===== src/rtl/bram_arb_pkg.sv =====
// bram_arb_pkg: shared widths, arbiter states and read-tag type for the BRAM port arbiter
package bram_arb_pkg;
  localparam int ADDR_W = 13;
  localparam int DATA_W = 8;
  typedef enum logic [1:0] {IDLE, OWN0, OWN1} arb_state_t;
  typedef struct packed {
    logic valid;
    logic owner;
  } rd_tag_t;
endpackage


===== src/rtl/bram_rd_tag_pipe.sv =====
// bram_rd_tag_pipe: delays read tags by the BRAM read latency and decodes them into per-requester rvalid pulses
module bram_rd_tag_pipe
  import bram_arb_pkg::*;
#(
  parameter int RD_LATENCY = 1
) (
  input  logic       clk,
  input  logic       rst_n_sync,
  input  rd_tag_t    i_tag,
  output logic       o_head_valid,
  output logic [1:0] o_rvalid
);
  rd_tag_t    r_pipe [RD_LATENCY];
  logic [1:0] r_rvalid;
  always_ff @(posedge clk or negedge rst_n_sync)
    if (!rst_n_sync) begin
      for (int k = 0; k < RD_LATENCY; k++) r_pipe[k] <= '0;
      r_rvalid <= '0;
    end else begin
      r_pipe[0] <= i_tag;
      for (int k = 1; k < RD_LATENCY; k++) r_pipe[k] <= r_pipe[k-1];
      r_rvalid <= {r_pipe[RD_LATENCY-1].valid & r_pipe[RD_LATENCY-1].owner,
                   r_pipe[RD_LATENCY-1].valid & ~r_pipe[RD_LATENCY-1].owner};
    end
  assign o_head_valid = r_pipe[RD_LATENCY-1].valid;
  assign o_rvalid     = r_rvalid;
endmodule


===== src/rtl/bram_port_arbiter.sv =====
// bram_port_arbiter: round-robin sharing of one BRAM port between two requesters,
// with burst lock, burst cap, registered BRAM controls and tagged read-data return.
module bram_port_arbiter
  import bram_arb_pkg::*;
#(
  parameter int ADDR_W     = 13,
  parameter int DATA_W     = 8,
  parameter int RD_LATENCY = 1,
  parameter int MAX_BURST  = 16
) (
  input  logic                   clk,
  input  logic                   rst_n_sync,
  input  logic [1:0]             req_i,
  input  logic [1:0]             lock_i,
  input  logic [1:0]             wen_i,
  input  logic [1:0][ADDR_W-1:0] addr_i,
  input  logic [1:0][DATA_W-1:0] wdata_i,
  output logic [1:0]             gnt_o,
  output logic [1:0]             rvalid_o,
  output logic [DATA_W-1:0]      rdata_o,
  input  logic [DATA_W-1:0]      bram_read_data,
  output logic [ADDR_W-1:0]      bram_addr,
  output logic [DATA_W-1:0]      bram_write_data,
  output logic                   bram_wen,
  output logic                   bram_ren
);
  localparam logic [7:0] CAP = 8'(MAX_BURST - 1);
  arb_state_t        r_state, w_state_nx;
  logic              r_last, w_last_nx;
  logic [7:0]        r_cnt, w_cnt_nx;
  logic [1:0]        w_gnt;
  logic              w_own, w_sel, w_xfer, w_cap;
  rd_tag_t           w_tag;
  logic [ADDR_W-1:0] r_addr;
  logic [DATA_W-1:0] r_wdata, r_rdata;
  logic              r_wen, r_ren;
  always_comb begin
    w_own      = r_state == OWN1;
    w_gnt      = r_state == OWN0 ? 2'b01 : r_state == OWN1 ? 2'b10 :
                 &req_i ? (r_last ? 2'b01 : 2'b10) : req_i;
    w_sel      = w_gnt[1];
    w_xfer     = |(req_i & w_gnt);
    w_tag      = '{valid: w_xfer & ~wen_i[w_sel], owner: w_sel};
    w_state_nx = r_state;
    w_last_nx  = r_last;
    w_cnt_nx   = r_cnt;
    if (r_state == IDLE) begin
      if (w_xfer) begin
        w_state_nx = w_sel ? OWN1 : OWN0;
        w_last_nx  = w_sel;
        w_cnt_nx   = 8'd1;
      end
    end else if (!lock_i[w_own]) begin
      // hand over when the owner goes quiet, or when it hits the cap with the other side waiting
      if (req_i[!w_own] && (!req_i[w_own] || r_cnt == CAP)) begin
        w_state_nx = w_own ? OWN0 : OWN1;
        w_last_nx  = !w_own;
        w_cnt_nx   = '0;
      end else if (!req_i[w_own]) w_state_nx = IDLE;
      else if (r_cnt != CAP) w_cnt_nx = r_cnt + 8'd1;
    end
  end
  always_ff @(posedge clk or negedge rst_n_sync)
    if (!rst_n_sync) begin
      r_state <= IDLE;
      r_last  <= 1'b1;
      r_cnt   <= '0;
    end else begin
      r_state <= w_state_nx;
      r_last  <= w_last_nx;
      r_cnt   <= w_cnt_nx;
    end
  always_ff @(posedge clk or negedge rst_n_sync)
    if (!rst_n_sync) begin
      r_addr  <= '0;
      r_wdata <= '0;
      r_wen   <= 1'b0;
      r_ren   <= 1'b0;
      r_rdata <= '0;
    end else begin
      r_wen <= w_xfer & wen_i[w_sel];
      r_ren <= w_xfer & ~wen_i[w_sel];
      if (w_xfer) begin
        r_addr  <= addr_i[w_sel];
        r_wdata <= wdata_i[w_sel];
      end
      if (w_cap) r_rdata <= bram_read_data;
    end
  bram_rd_tag_pipe #(.RD_LATENCY(RD_LATENCY)) u_tag_pipe (
    .clk          (clk),
    .rst_n_sync   (rst_n_sync),
    .i_tag        (w_tag),
    .o_head_valid (w_cap),
    .o_rvalid     (rvalid_o)
  );
  assign gnt_o           = w_gnt;
  assign rdata_o         = r_rdata;
  assign bram_addr       = r_addr;
  assign bram_write_data = r_wdata;
  assign bram_wen        = r_wen;
  assign bram_ren        = r_ren;
endmodule


===== config.mk =====
export PLATFORM = sky130hd
export DESIGN_NAME = bram_port_arbiter
export DESIGN_NICKNAME = d
export VERILOG_FILES = /design/src/rtl/bram_arb_pkg.sv /design/src/rtl/bram_rd_tag_pipe.sv /design/src/rtl/bram_port_arbiter.sv
export SDC_FILE = /design/constraint.sdc
export NUM_CORES = 1
export LEC_CHECK = 0
export BUFFER_PORTS_ARGS = -buffer_cell sky130_fd_sc_hd__clkbuf_2
export CORE_UTILIZATION = 43
export CTS_BUF_LIST = sky130_fd_sc_hd__clkbuf_8
export CTS_CLUSTER_SIZE = 10
export DETAILED_ROUTE_END_ITERATION = 12
export PLACE_DENSITY = 0.84
export SYNTH_ARGS = -nofsm -noshare
export SYNTH_HDL_FRONTEND = slang
export SYNTH_SLANG_ARGS = --single-unit

===== constraint.sdc =====
create_clock -name clk -period 4.85 [get_ports clk]
set_clock_uncertainty 0.15 [all_clocks]
set_input_delay 0.97 -clock clk [delete_from_list [all_inputs] [get_ports clk]]
set_output_delay 0.97 -clock clk [all_outputs]
set_load 0.05 [all_outputs]

==> results.toml <==
[clock_tree]
clk_latency_ns = 0.30
cts_max_path_buffers = 2
post-cts-setup-buffers = 0
cts_root_buf = "clkbuf_8"
cts_tree = "done"
hold_buffers = 0
clkTransAtPathRegs_ns = 0.09
post_cts_resized = 0
cts.sinks = 45
cts_inserted_buffers = 5
h-tree-depth = 2

[critical_path]
crit_chain = "clkbuf_2, a21boi_0, nand2_1, nand2_1, buf_4, clkbuf_2"
reg2reg_depth = 5
crit_type = "in -> out"
reg2reg_to = "r_cnt[3]"
cpPeakStageDelay_ns = 0.35
arrival_ns = 2.35
crit_path_end_kind = "output pin"
regToRegSetupSlack_ns = 2.66
critPathLaunchType = "input pin"
reg2reg_from = "r_state[1]"
crit_path_max_fanout = 24
critPathSlowestCell = "buf_4"
worstPathRequired_ns = 3.73

[cells_and_area]
diodes = 0
nets = 373
area.growth.synth_to_final_pct = 26.5
multi_input_comb_area_um2 = 1070
final-seq-area_um2 = 1130
drive_gt1_share_pct = 36.8
post-route-util_pct = 56.6
n_fill_cell = 490

[power_and_ir_drop]
powerDensity_nw_per_um2 = 737
combPwrFrac_pct = 55.3
p_switching_uw = 1090
clkPwrFrac_pct = 13.4
p_int_uw = 1040
peakVddDrop_v = 0.000261
leakage_uw = 0.00144
seqPwrFrac_pct = 31.2
swShare_pct = 51.1

[grt]
first_global_vias = 1657
antenna_found_initial = 0
grt_pass1_wl_um = 7380
track_usage_pct = 17.6
grt_max_degree = 46
grt_remaining_overflow = 0

[placed_design]
dpl.hpwl_um = 3550
gp_congestion = 0.875
io_buffers = 92
pre_cts_slack_ns = 1.39

[synth]
ys_seq_elements = 45
avgSynthCellArea_um2 = 10.1
yosysTopAreaCell = "dfrtp_1"
synth_most_common_cell = "dfrtp_1"
syn_nets = 285
ys_top_cells_by_count = "dfrtp_1 (44), nand2_1 (40), o21ai_0 (33)"
synth_top_area_share_pct = 48.2
synth_area_um2 = 2280
synth_flop_cell = "dfrtp_1"
synthArstFlopShare_pct = 100
syn_inst = 226
synth_seq_area_share_pct = 49.4
ys_types = 45
ys_warn_count = 0
synth_area_leaders = "dfrtp_1 (48%), mux2i_1 (11%), o21ai_0 (7.2%)"
synth_edf_count = 0

[die]
dieArea_um2 = 5610
start_util_pct = 44.7
io_pins = 93
fp.dieW_um = 74.9
die_h_um = 74.9
core_um2 = 5110
rows = 26

[timing]
rsz0062_at_grt = "false"
finalSetupViolations = 0
setup_slack_ns = 1.38
slew-limit-headroom_pct = 51.1
worst_slew_pin_slew_ns = 0.732
slew_viol_final = 0
fmax_ghz = 0.288
final.setup.tns_ns = 0
fin_crit_sh_pct = 71.6
post-route-min-period_ns = 3.47
hold_viol = 0

[route]
routed_wirelength_um = 4710
initialDrtViolationCount = 61
antenna_left = 0
drt_first_pass_iters = 4
vias_per_cell = 5.11
route.detailed.drc = 0
wire_per_inst_um = 12.2
vias = 1969

[flow_run]
cap_violations = 0

[run_status]
status = "finished, final reports clean"

[min_path]
worstHoldPathCells = 1
min_to = "u_tag_pipe.o_rvalid[0]"
hold_class = "reg -> reg"
hold_start = "u_tag_pipe.r_pipe[0]"
[routing by layer]
metal	global-route usage, %	up-vias	wire [um]
li1	-	981	-
met1	21.2	915	2070
met2	30.2	69	2330
met3	4.55	4	255
met4	6.92	0	55
met5	0	-	0
[cell families after synthesis]
kind of cell,after synthesis,share of synthesized area (%)
AOI/OAI and AO/OA,56,14.6
adders and majority gates,1,0.548
buffers and inverters,14,3.73
DFF,45,49.4
muxes,34,15.4
and+or+nand+nor,76,16.3
[state kept, by name (all words and copies together) (netlist names), 2 cells and up]
signal,flops
bram_write_data,8
bram_addr,13
r_state,2
r_cnt,8
rdata_o,8
u_tag_pipe.o_rvalid,2
[power by group through the flow]
stage	Clock (uW)	Sequential, uW	Combinational, uW
3_3_place_gp	0	666	1170
4_1_cts	295	668	1200
2_1_floorplan	0	1110	505
5_1_grt	307	694	1280
6_report	286	665	1180
3_5_place_dp	0	676	1190
[layout by cell type, fill, tap and decap left out, types with 4 or more instances in the layout]
cell      synthesis  final
clkbuf_2          0     92
dfrtp_1          44     44
nand2_1          40     40
o21ai_0          33     33
mux2i_1          25     25
mux2_2            9      9
nand3_1           8      8
clkbuf_8          0      6
nor2_1            4      4
[worst max path at each step]
| stage | from | endpoint | slack, ns |
|---|---|---|---|
| global route | req_i[0] | gnt_o[1] | 1.28 |
| floorplan | req_i[0] | gnt_o[1] | 1.67 |
| CTS | req_i[0] | gnt_o[1] | 1.39 |
| detailed placement | req_i[0] | gnt_o[1] | 1.39 |
| global placement | req_i[0] | gnt_o[1] | 1.42 |
| finish | req_i[0] | gnt_o[1] | 1.38 |
[worst max-delay path: cells and delay by family]
family / cells / cell delay [ns]
buffers and inverters: 3 / 0.87
and+or+nand+nor: 2 / 0.16
AOI/OAI and AO/OA: 1 / 0.32
[through the flow]
step	hold slack, ns	power [uW]	instances	instance area, um2
after floorplan	0.244	1620	226	2280
after detailed placement	0.258	1870	377	2770
after CTS	0.281	2160	385	2890
final	0.286	2130	385	2890
after global routing	0.318	2280	385	2890
after global placement	0.251	1840	377	2770
[final cells by class]
cell class                      count  area share [%]
Sequential cell                    45            39.0
Multi-Input combinational cell    167            37.2
Timing Repair Buffer               95            16.7
Tap cell                           70            3.03
Clock buffer                        6            2.86
Clock inverter                      2            1.17
No activity file was read; power rests on OpenSTA's default activity.
